File: src/rtl/atomic_link_unit.sv
// atomic_link_unit
//   Data-side responder between the datapath and the L1 data cache.
//   Forwards plain loads/stores to the cache, holds the LL/SC link register,
//   invalidates the link on matching coherence snoops and returns the SC
//   success flag. A failed SC completes in one response cycle without any
//   cache write.
//
// Ports
//   CLK, nRST            clock, asynchronous active-low reset
//   dmemREN/dmemWEN      datapath read / write request (REN wins if both)
//   datomic              LL (with REN) or SC (with WEN)
//   dmemaddr/dmemstore   request byte address / store data
//   dhit/dmemload        completion pulse / load data or SC result
//   cREN/cWEN            cache read / write request
//   caddr/cstore         registered request address / store data
//   chit/cload           cache completion / read data
//   snoop_inv/snoop_addr coherence invalidation and its byte address
//
// Configuration
//   LL_TIMEOUT_EN  when defined, the link expires TIMEOUT_CYCLES cycles after
//                  the LL that set it.
module atomic_link_unit #(
  parameter int unsigned WORD_W         = 32,
  parameter int unsigned TIMEOUT_CYCLES = 1024
) (
  input  logic              CLK,
  input  logic              nRST,
  input  logic              dmemREN,
  input  logic              dmemWEN,
  input  logic              datomic,
  input  logic [WORD_W-1:0] dmemaddr,
  input  logic [WORD_W-1:0] dmemstore,
  output logic              dhit,
  output logic [WORD_W-1:0] dmemload,
  output logic              cREN,
  output logic              cWEN,
  output logic [WORD_W-1:0] caddr,
  output logic [WORD_W-1:0] cstore,
  input  logic              chit,
  input  logic [WORD_W-1:0] cload,
  input  logic              snoop_inv,
  input  logic [WORD_W-1:0] snoop_addr
);

  typedef enum logic [1:0] {
    S_IDLE,
    S_MEM,
    S_RESP
  } state_e;

  state_e              state_q;
  logic                is_wr_q;
  logic                is_atom_q;
  logic                cren_q;
  logic                cwen_q;
  logic [WORD_W-1:0]   caddr_q;
  logic [WORD_W-1:0]   cstore_q;

  logic                link_valid_q, link_valid_d;
  logic [WORD_W-3:0]   link_addr_q,  link_addr_d;

  logic                mem_done;
  logic                sc_ok;
  logic                timeout_ok;

  assign mem_done = (state_q == S_MEM) && chit;

`ifdef LL_TIMEOUT_EN
  localparam int unsigned CNT_W = $clog2(TIMEOUT_CYCLES + 1);

  logic [CNT_W-1:0] cnt_q, cnt_d;
  logic             ll_done;

  assign ll_done    = mem_done && is_atom_q && !is_wr_q;
  assign timeout_ok = (cnt_q != '0);

  always_comb begin
    cnt_d = cnt_q;
    if (ll_done) begin
      cnt_d = CNT_W'(TIMEOUT_CYCLES);
    end else if (link_valid_q && (cnt_q != '0)) begin
      cnt_d = cnt_q - 1'b1;
    end
  end

  always_ff @(posedge CLK or negedge nRST) begin
    if (!nRST) begin
      cnt_q <= '0;
    end else begin
      cnt_q <= cnt_d;
    end
  end

  logic unused_bits;
  assign unused_bits = ^snoop_addr[1:0];
`else
  assign timeout_ok = 1'b1;

  logic unused_bits;
  assign unused_bits = (^snoop_addr[1:0]) ^ (|TIMEOUT_CYCLES);
`endif

  // SC success is decided from the registered link while the request sits in IDLE.
  assign sc_ok = link_valid_q && timeout_ok &&
                 (link_addr_q == dmemaddr[WORD_W-1:2]);

  // Link update; later assignments take priority, so the snoop check comes last
  // and compares against the address the link would hold after this cycle.
  always_comb begin
    link_valid_d = link_valid_q;
    link_addr_d  = link_addr_q;
`ifdef LL_TIMEOUT_EN
    if (link_valid_q && (cnt_q <= CNT_W'(1))) begin
      link_valid_d = 1'b0;
    end
`endif
    if (mem_done) begin
      if (is_atom_q && !is_wr_q) begin
        link_valid_d = 1'b1;
        link_addr_d  = caddr_q[WORD_W-1:2];
      end else if (is_atom_q) begin
        link_valid_d = 1'b0;
      end else if (is_wr_q && (caddr_q[WORD_W-1:2] == link_addr_q)) begin
        link_valid_d = 1'b0;
      end
    end
    if (state_q == S_RESP) begin
      link_valid_d = 1'b0;
    end
    if (snoop_inv && (snoop_addr[WORD_W-1:2] == link_addr_d)) begin
      link_valid_d = 1'b0;
    end
  end

  always_ff @(posedge CLK or negedge nRST) begin
    if (!nRST) begin
      link_valid_q <= 1'b0;
      link_addr_q  <= '0;
    end else begin
      link_valid_q <= link_valid_d;
      link_addr_q  <= link_addr_d;
    end
  end

  always_ff @(posedge CLK or negedge nRST) begin
    if (!nRST) begin
      state_q   <= S_IDLE;
      is_wr_q   <= 1'b0;
      is_atom_q <= 1'b0;
      cren_q    <= 1'b0;
      cwen_q    <= 1'b0;
      caddr_q   <= '0;
      cstore_q  <= '0;
    end else begin
      case (state_q)
        S_IDLE: begin
          if (dmemREN || dmemWEN) begin
            caddr_q   <= dmemaddr;
            cstore_q  <= dmemstore;
            is_atom_q <= datomic;
            is_wr_q   <= !dmemREN;
            if (!dmemREN && datomic && !sc_ok) begin
              state_q <= S_RESP;
            end else begin
              state_q <= S_MEM;
              cren_q  <= dmemREN;
              cwen_q  <= !dmemREN;
            end
          end
        end
        S_MEM: begin
          if (chit) begin
            state_q <= S_IDLE;
            cren_q  <= 1'b0;
            cwen_q  <= 1'b0;
          end
        end
        S_RESP: begin
          state_q <= S_IDLE;
        end
        default: begin
          state_q <= S_IDLE;
          cren_q  <= 1'b0;
          cwen_q  <= 1'b0;
        end
      endcase
    end
  end

  // dhit must coincide with chit, so completion outputs are decoded from state.
  always_comb begin
    dhit     = mem_done || (state_q == S_RESP);
    dmemload = '0;
    if (mem_done) begin
      if (!is_wr_q) begin
        dmemload = cload;
      end else if (is_atom_q) begin
        dmemload = WORD_W'(1);
      end
    end
  end

  assign cREN   = cren_q;
  assign cWEN   = cwen_q;
  assign caddr  = caddr_q;
  assign cstore = cstore_q;

endmodule

File: config.mk
export PLATFORM = sky130hd
export DESIGN_NAME = atomic_link_unit
export DESIGN_NICKNAME = d
export VERILOG_FILES = /design/src/rtl/atomic_link_unit.sv
export SDC_FILE = /design/constraint.sdc
export NUM_CORES = 1
export LEC_CHECK = 0
export ABC_AREA = 1
export BUFFER_PORTS_ARGS = -buffer_cell sky130_fd_sc_hd__buf_2
export CORE_ASPECT_RATIO = 1.25
export CORE_MARGIN = 2
export CORE_UTILIZATION = 54
export DETAILED_ROUTE_END_ITERATION = 12
export HOLD_SLACK_MARGIN = 0.1
export PLACE_DENSITY = 0.87
export SYNTH_ARGS = -nofsm -noshare
export SYNTH_HDL_FRONTEND = slang
export SYNTH_SLANG_ARGS = --single-unit
File: constraint.sdc
create_clock -name CLK -period 2.88 [get_ports CLK]
set_input_delay 0.576 -clock CLK [delete_from_list [all_inputs] [get_ports CLK]]
set_output_delay 0.576 -clock CLK [all_outputs]
set_load 0.02 [all_outputs]
**Word level (Yosys, flattened, before mapping)**

Cells that the tools add are included.

- Word-level logic and storage cells: 59
- Flip-flop bits (word level): 101
- Bits of input ports: 135
- Output and inout port bits: 99

- Multiplexer cells: 22
- Bitwise logic cells: 1
- Equal/unequal tests: 8
- Reductions and logical operators: 19

Operators with widths:

| operator | number |
|---|---|
| $eq A30 B30 Y1 | 3 |
| $mux W32 | 2 |
| $mux W30 | 2 |
| $mux W1 | 12 |
| $logic_and A1 B1 Y1 | 7 |
| $mux W2 | 3 |
| $ne A2 B2 Y1 const B | 3 |
| $pmux W1 S3 | 2 |
| $reduce_and A2 Y1 | 3 |
| $reduce_bool A5 Y1 | 1 |
| $pmux W2 S2 | 1 |
| $reduce_and A4 Y1 | 1 |
| $logic_not A1 Y1 | 3 |
| $reduce_bool A3 Y1 | 1 |
| $eq A2 B1 Y1 const B | 1 |
| $eq A2 B2 Y1 const B | 1 |
| $logic_not A2 Y1 | 1 |
| $logic_or A1 B1 Y1 | 2 |
| $not A1 Y1 | 1 |

**Longest topological paths before layout**

Gate-level depths: netlist (run 1).

- Word-level depth: 8
- Depth in mapped cells: 15
- Mapped depth without buffers: 14

**Worst setup path before layout (run 1)**

No wires, ideal clock.

- Path type: input-to-output
- Start: input port chit
- End: output port dmemload[10]
- Required time: 2.304 ns
- Data arrival time: 1.413 ns
- Stages: 4
- Buffers on the path: 2
- Setup slack: 0.891 ns
- Path through: nand3_1 clkbuf_1 clkbuf_1 nor2_1

- Longest elaborated chain between the ends: 2

RTL lines:

| item | RTL line | text |
|---|---|---|
| start, declared | 39 | `input logic chit,` |
| $logic_and A1 B1 Y1 | 66 | `assign mem_done = (state_q == S_MEM) && chit;` |
| $mux W32 | 194 | `if (mem_done) begin` |
| end, declared | 34 | `output logic [WORD_W-1:0] dmemload,` |

No other way between the ends.

**Final worst setup path (run 1)**

- Start: register is_wr_q
- End: output port dmemload[17]

- Longest elaborated chain between the ends: 2

RTL lines:

| item | RTL line | text |
|---|---|---|
| start, declared | 52 | `logic is_wr_q;` |
| start signal, assigned | 161 | `is_wr_q <= !dmemREN;` |
| $mux W32 | 195 | `if (!is_wr_q) begin` |
| $mux W32 | 194 |  |

No other way between the ends.

==> results_dict.tcl, run 1 <==
set metrics [dict create \
    status "finished, final reports clean" \
    worst_clock_skew_ns 0.005331 \
    die_h_um 122.4 \
    syn_inst 883 \
    cts_setup_buffers 0 \
    yosysWarnings 0 \
    cp.required_ns 2.30 \
    dp_hpwl_um 13160 \
    setup_tns_ns 0 \
    tightestPinTransition_ns 0.6237 \
    avgSynthCellArea_um2 6.857 \
    area_growth_pct 26.25 \
    die_w_um 98.71 \
    grt-ovfl-total 0 \
    slew_violations 0 \
    p_sw_frac 0.4695 \
    layout_setup_ws_ns 0.6143 \
    setup_viol 0 \
    finalCritPeriodShare 0.7867 \
    vias_per_cell 5.056 \
    final-hold-violation-count 0 \
    dp_cells 1228 \
    combPwrFrac 0.505 \
    core_mm2 0.01103 \
    gr-usage-all-layers 0.2915 \
    end_kind "primary output" \
    clock_latency_ns 0.35 \
    grt_max_degree 73 \
    pwr-share-clk 0.159 \
    syn_area_mm2 0.006055 \
    power_leakage_nw 4.485 \
    dieArea_mm2 0.01208 \
    drv_cap 0 \
    initial_utilization 0.5490 \
    place_congestion 0.9474 \
    hold_path_class "primary input to async pin" \
    fmax_mhz 441.4 \
    finalCriticalPeriod_ns 2.266 \
    drc 0 \
    io_pins 234 \
    startpoint_type "flip-flop" \
    drt-total-wl_um 17450 \
    slew-limit-headroom 0.5842 \
    power.switching_mw 3.926 \
    cts_tree "done" \
    rows 43 \
    place_area_mm2 0.007315 \
    htreeDepth 3 \
    syn_nets 1018 \
    antenna_found_initial 0 \
    grt_pass1_vias 6013 \
    io_buffers 231 \
    ys_ff_latch 101 \
    ir_drop_mv 0.6347 \
    critical_path_class "flip-flop to primary output" \
    grt_pass1_wl_um 28010 \
    path_max_fanout 37 \
    cts.clk_slew.worst_paths_ns 0.07 \
    cts_buffer_depth 2 \
    final_cell_count_no_fill 1245 \
    utilization 0.6930 \
    drt_iter0_drc 412 \
    vias 6295 \
    drtAntennaViolNets 0 \
    dr.pass1.iters 5 \
    final_cell_area_mm2 0.007644 \
    internal_power_mw 4.437 \
    root_buffer "clkbuf_16" \
    synth_cell_types 22 \
    clock_sinks 101 \
    cts.hold.buffers_added 0 \
    seqPwrFrac 0.336 \
    fin_nets 1239 \
    post-place-ws_ns 0.5734 \
    cts_resized 0 \
    arrival_ns 1.69 \
    grt_setup_unrepaired "false" \
    power_density_mw_per_mm2 1094 \
    drive_above_1_share 0.2660 \
    numCtsBuffers 9 \
    wl_per_cell_um 14.02 \
    ys_seq_area_frac 0.4174 \
]
[power by group through the flow]
stage	Combinational, mW	Sequential, mW	Clock (mW)
6_report	4.22	2.81	1.33
5_1_grt	4.71	2.91	1.41
4_1_cts	4.23	2.79	1.36
3_5_place_dp	4.21	2.79	0
3_3_place_gp	4.10	2.77	0
2_1_floorplan	2.40	3.23	0
[stage by stage]
step	power [mW]	hold slack (ns)
2_1_floorplan	5.635	0.2804
3_3_place_gp	6.871	0.4540
3_5_place_dp	7.003	0.4571
4_1_cts	8.378	0.1556
5_1_grt	9.028	0.1781
6_report	8.363	0.1436
[logic make-up after synthesis]
family,count (synthesis),share of synthesized area
xor+xnor,17,0.02459
compound gates,38,0.03162
mux,36,0.06696
buf+inv,153,0.1027
simple gates,538,0.3567
flops,101,0.4174
[cell type report]
| cell class | instances | area (µm²) |
|---|---|---|
| inverter | 125 | 469.2 |
| fill | 927 | 3386 |
| clock buffer | 11 | 242.7 |
| clock inverter | 5 | 83.83 |
| antenna | 1 | 2.502 |
| sequential | 101 | 2527 |
| timing repair buffer | 238 | 1236 |
| multi-input combinational | 629 | 2913 |
| tap | 135 | 168.9 |
[synthesized netlist by cell type]
master / n / area (µm²)
inv_1: 125 / 469.2
clkbuf_1: 9 / 33.78
buf_2: 11 / 55.05
nand2_4: 2 / 22.52
buf_4: 1 / 7.510
buf_1: 3 / 11.26
xor2_1: 1 / 8.760
o22ai_1: 1 / 6.260
a21oi_1: 11 / 55.05
buf_6: 4 / 45.04
nor2_4: 1 / 11.26
nor2_1: 87 / 326.6
nand3_1: 67 / 335.3
or2_2: 1 / 6.260
mux2_2: 36 / 405.4
dfrtp_1: 101 / 2527
o21ai_0: 26 / 130.1
nor2_2: 1 / 6.260
nand4_1: 11 / 68.82
nand2_1: 367 / 1378
nor3_1: 1 / 5.000
xnor2_1: 16 / 140.1
[sequential cells by signal, summed over array words and instances, names as in the netlist]
register and count:
caddr 32, cstore 32, link_addr_q 30, state_q 2, cREN 1, cWEN 1, is_atom_q 1, is_wr_q 1
link_valid_q 1
[cell usage in the layout, fill, tap and decap left out, drive strengths merged]
cell,count
buf,238
nor2,89
dfrtp,101
o21ai,26
xor2,1
inv,125
diode,1
clkinv,1
xnor2,16
clkinvlp,2
or2,1
clkbuf,11
o22ai,1
bufinv,2
nand3,67
nand4,11
a21oi,11
nand2,369
nor3,1
mux2,36
[path summary, 6_finish.rpt]
path	startpoint	to	slack, ns	cells past startpoint
worst min register to register	cWEN$_DFFE_PN0P_	cWEN$_DFFE_PN0P_	0.48	2
max in group asynchronous	nRST	cstore[21]$_DFFE_PN0P_	2.00	2
worst max register to register	is_atom_q$_DFFE_PN0P_	link_valid_q$_DFFE_PN0P_	0.70	12
worst min-delay path	nRST	link_addr_q[4]$_DFF_PN0_	0.14	1
worst max-delay path	is_wr_q$_DFFE_PN0P_	dmemload[17]	0.61	5
min in group CLK	dmemstore[31]	cstore[31]$_DFFE_PN0P_	0.45	2
[per-layer routing]
metal	part of all wire	GRT usage	wire length, µm	vias to the layer above
met5	0	0	0	-
met4	0.035	0.1447	603	0
met3	0.076	0.05524	1322	44
met2	0.50	0.4957	8726	252
met1	0.39	0.3559	6797	2861
li1	-	-	-	3138
[critical path, cell delays in order (launching register included)]
cell and delay, ns:
dfrtp_1 0.41, inv_1 0.12, buf_4 0.36, nand2_1 0.15, nor2_1 0.11, buf_2 0.17
(Power assumes the default switching activity.)
==> run 2: changes to the inputs <==
- CORE_UTILIZATION: 54 -> 45
- PLACE_DENSITY: 0.87 -> 0.77
- clock period: 2.88 -> 1.9 ns (I/O delays scaled with it)
==> results_dict.tcl, run 2 (same netlist as run 1, synthesis figures left out) <==
set metrics [dict create \
    slew-limit-headroom 0.7614 \
    grt_pass1_vias 6021 \
    end_kind "flip-flop" \
    fmax_mhz 512.7 \
    setup_viol 2 \
    vias 6487 \
    drtAntennaViolNets 0 \
    cp_cell_sequence "inv_2, nand2_2, nor2_4, nand2_8, buf_12, nand2_4, nand2_2, nand2_1, nand2_1, nor2_2, nand2_1, nor2_2, nand2_1, nor2_1, nor2_1" \
    cp.required_ns 2.16 \
    place_congestion 0.9281 \
    root_buffer "clkbuf_16" \
    io_pins 234 \
    status "complete, but fails checks" \
    slew_violations 0 \
    dp_hpwl_um 14060 \
    clock_sinks 101 \
    crit_slowest_cell "dfrtp_1" \
    fillers 1214 \
    power_density_mw_per_mm2 1606 \
    wl_per_cell_um 14.46 \
    layout_setup_ws_ns -0.05045 \
    layout_commonest_cell "nand2_1" \
    finalCritPeriodShare 1.027 \
    io_buffers 231 \
    fin_nets 1286 \
    grt_pass1_wl_um 28580 \
    drt_iter0_drc 582 \
    violations "negative setup slack" \
    vias_per_cell 4.885 \
    dr.pass1.iters 7 \
    hold_path_class "primary input to flip-flop" \
    grt-ovfl-total 0 \
    startpoint_type "flip-flop" \
    ir_drop_mv 0.9137 \
    grt_setup_unrepaired "true" \
    finalCriticalPeriod_ns 1.950 \
    die_w_um 107.8 \
    drt-total-wl_um 19200 \
    grt_max_degree 39 \
    tightestPinTransition_ns 0.3580 \
    gr-usage-all-layers 0.2530 \
    critical_path_class "flip-flop to flip-flop" \
    final_cell_count_no_fill 1328 \
    die_h_um 133.7 \
    drc 0 \
    power_leakage_nw 4.762 \
    drv_cap 0 \
    cts.clk_slew.worst_paths_ns 0.08 \
    arrival_ns 2.21 \
    final_cell_mix "nand2_1, buf_2, inv_1" \
    post-place-ws_ns -0.07777 \
    core_mm2 0.01317 \
    cts_tree "done" \
    htreeDepth 3 \
    cts_buffer_depth 2 \
    initial_utilization 0.4596 \
    worst_clock_skew_ns 0.009024 \
    antenna_found_initial 1 \
    cp_common_cell "nand2_1" \
    rows 47 \
    drive_above_1_share 0.3131 \
    area_growth_pct 37.05 \
    final-hold-violation-count 0 \
    numCtsBuffers 9 \
    path_max_fanout 6 \
    dieArea_mm2 0.01440 \
    crit_path_max_incr_delay_ns 0.39 \
    dp_cells 1292 \
    clock_latency_ns 0.36 \
]
[run 2: changes by cell type in the layout (fill, tap and decap cells not counted), sizes merged]
cell,change
bufinv,-2
clkinv,+2
nand2,+2
buf,+40
clkbuf,+2
inv,+2
dlygate4sd3,+1
[run 2: per-stage QoR]
step	setup TNS [ns]	power, mW	area, µm²	hold slack (ns)	util
2_1_floorplan	0	8.541	6055	0.08441	-
3_3_place_gp	-0.02449	10.78	7620	0.3166	0.5785
3_5_place_dp	-0.07777	10.93	7620	0.3163	0.5785
4_1_cts	0	12.88	8003	0.2425	0.6075
5_1_grt	-0.7379	14.32	8295	0.2452	0.6297
6_report	-0.07304	13.33	8298	0.2472	0.6299
[run 2: what timing repair did]
| action | 4_1_cts | 5_1_grt |
|---|---|---|
| gates cloned | 1 | 6 |
| setup buffers | 1 | 11 |
| gates resized for setup | 12 | 30 |
| hold buffers | 1 | 0 |
| pin swaps | 1 | 11 |
| setup endpoints to repair | 34 | 29 |
| endpoints found under the hold margin | 22 | 0 |
[run 2: worst max-delay path, delay by kind of cell (launching register included)]
kind                   cells  cell delay [ns]
buffers and inverters      2             0.27
DFF                        1             0.39
and+or+nand+nor           13             1.17
[run 2: layout make-up]
type                            instances  area (µm²)  area share
Timing Repair Buffer                  283        1794      0.2162
Inverter                              125       469.2     0.05654
Multi-Input combinational cell        631        3007      0.3623
Tap cell                              171       214.0     0.02578
Antenna cell                            1       2.502   0.0003016
Clock buffer                            9       225.2     0.02714
Clock inverter                          7       58.81    0.007087
Sequential cell                       101        2527      0.3046
[run 2: final timing paths]
path,startpoint,endpoint,slack (ns),cells after the start
max,state_q[1]$_DFFE_PN0P_,link_valid_q$_DFFE_PN0P_,-0.05,15
min,dmemstore[12],cstore[12]$_DFFE_PN0P_,0.25,2
max reg2reg,state_q[1]$_DFFE_PN0P_,link_valid_q$_DFFE_PN0P_,-0.05,15
min reg2reg,cWEN$_DFFE_PN0P_,cWEN$_DFFE_PN0P_,0.48,2
max in group asynchronous,nRST,cstore[5]$_DFFE_PN0P_,0.92,3
min in group asynchronous,nRST,cstore[10]$_DFFE_PN0P_,0.47,2
[run 2: per-layer routing]
metal / GRT usage / vias to the layer above / routed length [µm]
li1: - / 3235 / -
met1: 0.3068 / 2971 / 7684
met2: 0.4350 / 251 / 9592
met3: 0.05675 / 30 / 1460
met4: 0.09615 / 0 / 467
met5: 0 / - / 0
[run 2: power breakdown]
part           switching [mW]  internal, mW  leakage, nW
clock network           0.890         0.905        0.133
logic                    4.40          2.91         3.41
registers                1.02          3.20         1.22
==> run 3: changes to the inputs <==
- PLACE_DENSITY: 0.77 -> unset
- PLACE_DENSITY_LB_ADDON: unset -> 0.3
==> results_dict.tcl, run 3 (same netlist as run 1, synthesis figures left out) <==
set metrics [dict create \
    pwr-share-clk 0.150 \
    finalCritPeriodShare 1.012 \
    critical_path_class "flip-flop to primary output" \
    grt-ovfl-total 0 \
    hold_path_class "primary input to flip-flop" \
    whs_ns 0.2472 \
    grt_pass1_vias 5830 \
    r2r_cells 14 \
    io_buffers 231 \
    vias 6417 \
    antenna_found_initial 1 \
    die_h_um 133.7 \
    power_density_mw_per_mm2 1595 \
    final_cell_area_mm2 0.008523 \
    worstHoldStart "dmemstore[8]" \
    core_mm2 0.01317 \
    utilization 0.6470 \
    cts_tree "done" \
    drtAntennaViolNets 0 \
    drv_cap 0 \
    fin_nets 1281 \
    area_growth_pct 40.77 \
    r2r_slack_ns -0.01 \
    final-hold-violation-count 0 \
    register_area_mm2 0.002529 \
    clock_sinks 101 \
    path_max_fanout 19 \
    cts_buffer_depth 2 \
    finalPower_mw 13.59 \
    startpoint "state_q[1]$_DFFE_PN0P_" \
    fmax_mhz 520.1 \
    wl_per_cell_um 14.51 \
    end_kind "primary output" \
    worst_clock_skew_ns 0.008037 \
    slew_violations 0 \
    fillers 1231 \
    grt-busiest-layer "met2" \
    dieArea_mm2 0.01440 \
    drt_iter0_drc 429 \
    r2r-end "link_valid_q$_DFFE_PN0P_" \
    htreeDepth 3 \
    power.switching_mw 6.315 \
    root_buffer "clkbuf_16" \
    startpoint_type "flip-flop" \
    drive_above_1_share 0.3275 \
    drt-total-wl_um 19200 \
    cp.required_ns 1.52 \
    gr-usage-all-layers 0.2547 \
    clock_latency_ns 0.36 \
    dr.pass1.iters 5 \
    internal_power_mw 7.278 \
    finalCriticalPeriod_ns 1.923 \
    numCtsBuffers 9 \
    violations "negative setup slack" \
    drc 0 \
    arrival_ns 1.54 \
    grt_use_met2 0.4200 \
    slew-limit-headroom 0.7809 \
    vias_per_cell 4.850 \
    layout_setup_ws_ns -0.02264 \
    place_area_mm2 0.007590 \
    status "complete, but fails checks" \
    dp_cells 1284 \
    hold_depth 2 \
    power_leakage_nw 4.801 \
    grt_setup_unrepaired "true" \
    io_pins 234 \
    dp_hpwl_um 13650 \
    place_congestion 0.9158 \
    ir_drop_mv 1.100 \
    initial_utilization 0.4596 \
    r2r_start "state_q[1]$_DFFE_PN0P_" \
    setup_viol 19 \
    use_met1 0.3250 \
    rows 47 \
    final_cell_mix "nand2_1, buf_2, inv_1" \
    grt_pass1_wl_um 28400 \
    combPwrFrac 0.538 \
    final_cell_count_no_fill 1323 \
    die_w_um 107.8 \
    cts.clk_slew.worst_paths_ns 0.07 \
    multiInputGateArea_mm2 0.003069 \
    seqPwrFrac 0.311 \
    use_met3 0.05431 \
    grt_max_degree 53 \
    layout_commonest_cell "nand2_1" \
    tightestPinTransition_ns 0.3263 \
    worstHoldEndpoint "cstore[8]$_DFFE_PN0P_" \
    p_sw_frac 0.4646 \
]
run 3: critical path, cell delays in order (launching register included):
cell and delay [ns]:
dfrtp_1 0.39, inv_2 0.11, nand3_4 0.08, buf_4 0.17, buf_12 0.17, a21oi_2 0.12, buf_4 0.15
run 3: worst max path at each step:
| stage | endpoint | slack, ns | depth (start not counted) |
|---|---|---|---|
| after detailed placement | link_valid_q$_DFFE_PN0P_ | -0.03 | 13 |
| after floorplan | dmemload[10] | 0.22 | 5 |
| after global placement | link_valid_q$_DFFE_PN0P_ | -0.02 | 15 |
| final | dmemload[0] | -0.02 | 6 |
| after global routing | link_valid_q$_DFFE_PN0P_ | -0.13 | 14 |
| after CTS | link_valid_q$_DFFE_PN0P_ | 0.0002 | 14 |
run 3: power groups by stage:
stage,Combinational [mW],Sequential [mW],Clock [mW]
4_1_cts,6.87,4.20,2.07
6_report,7.32,4.23,2.05
2_1_floorplan,3.64,4.90,0
3_3_place_gp,6.60,4.19,0
5_1_grt,8.04,4.40,2.15
3_5_place_dp,6.70,4.21,0
run 3: metrics by stage:
step	worst slack [ns]	setup TNS, ns
CTS	0.0002081	0
global placement	-0.01902	-0.01902
floorplan	0.2185	0
detailed placement	-0.03151	-0.03151
finish	-0.02264	-0.1158
global route	-0.1307	-1.846
run 3: layout make-up:
type                    instances  area share
multi-input cells             629      0.3601
inverters                     125     0.05505
repair buffers                280      0.2248
flip-flops and latches        101      0.2967
well taps                     171     0.02510
diodes                          1   0.0002936
clock inverters                 7     0.01160
clock buffers                   9     0.02642
run 3: per-layer routing:
| layer | part of all wire | wire, µm | vias to the layer above |
|---|---|---|---|
| li1 | - | - | 3234 |
| met1 | 0.40 | 7599 | 2920 |
| met3 | 0.073 | 1397 | 34 |
| met5 | 0 | 0 | - |
| met4 | 0.026 | 491 | 0 |
| met2 | 0.51 | 9711 | 229 |
run 3: what timing repair did:
item / 4_1_cts / 5_1_grt
endpoints found under the hold margin: 13 / 0
buffers inserted: 6 / 10
pin swaps: 6 / 18
gates resized for setup: 14 / 94
hold buffers: 1 / 0
setup endpoints to repair: 34 / 14
gates cloned: 1 / 5
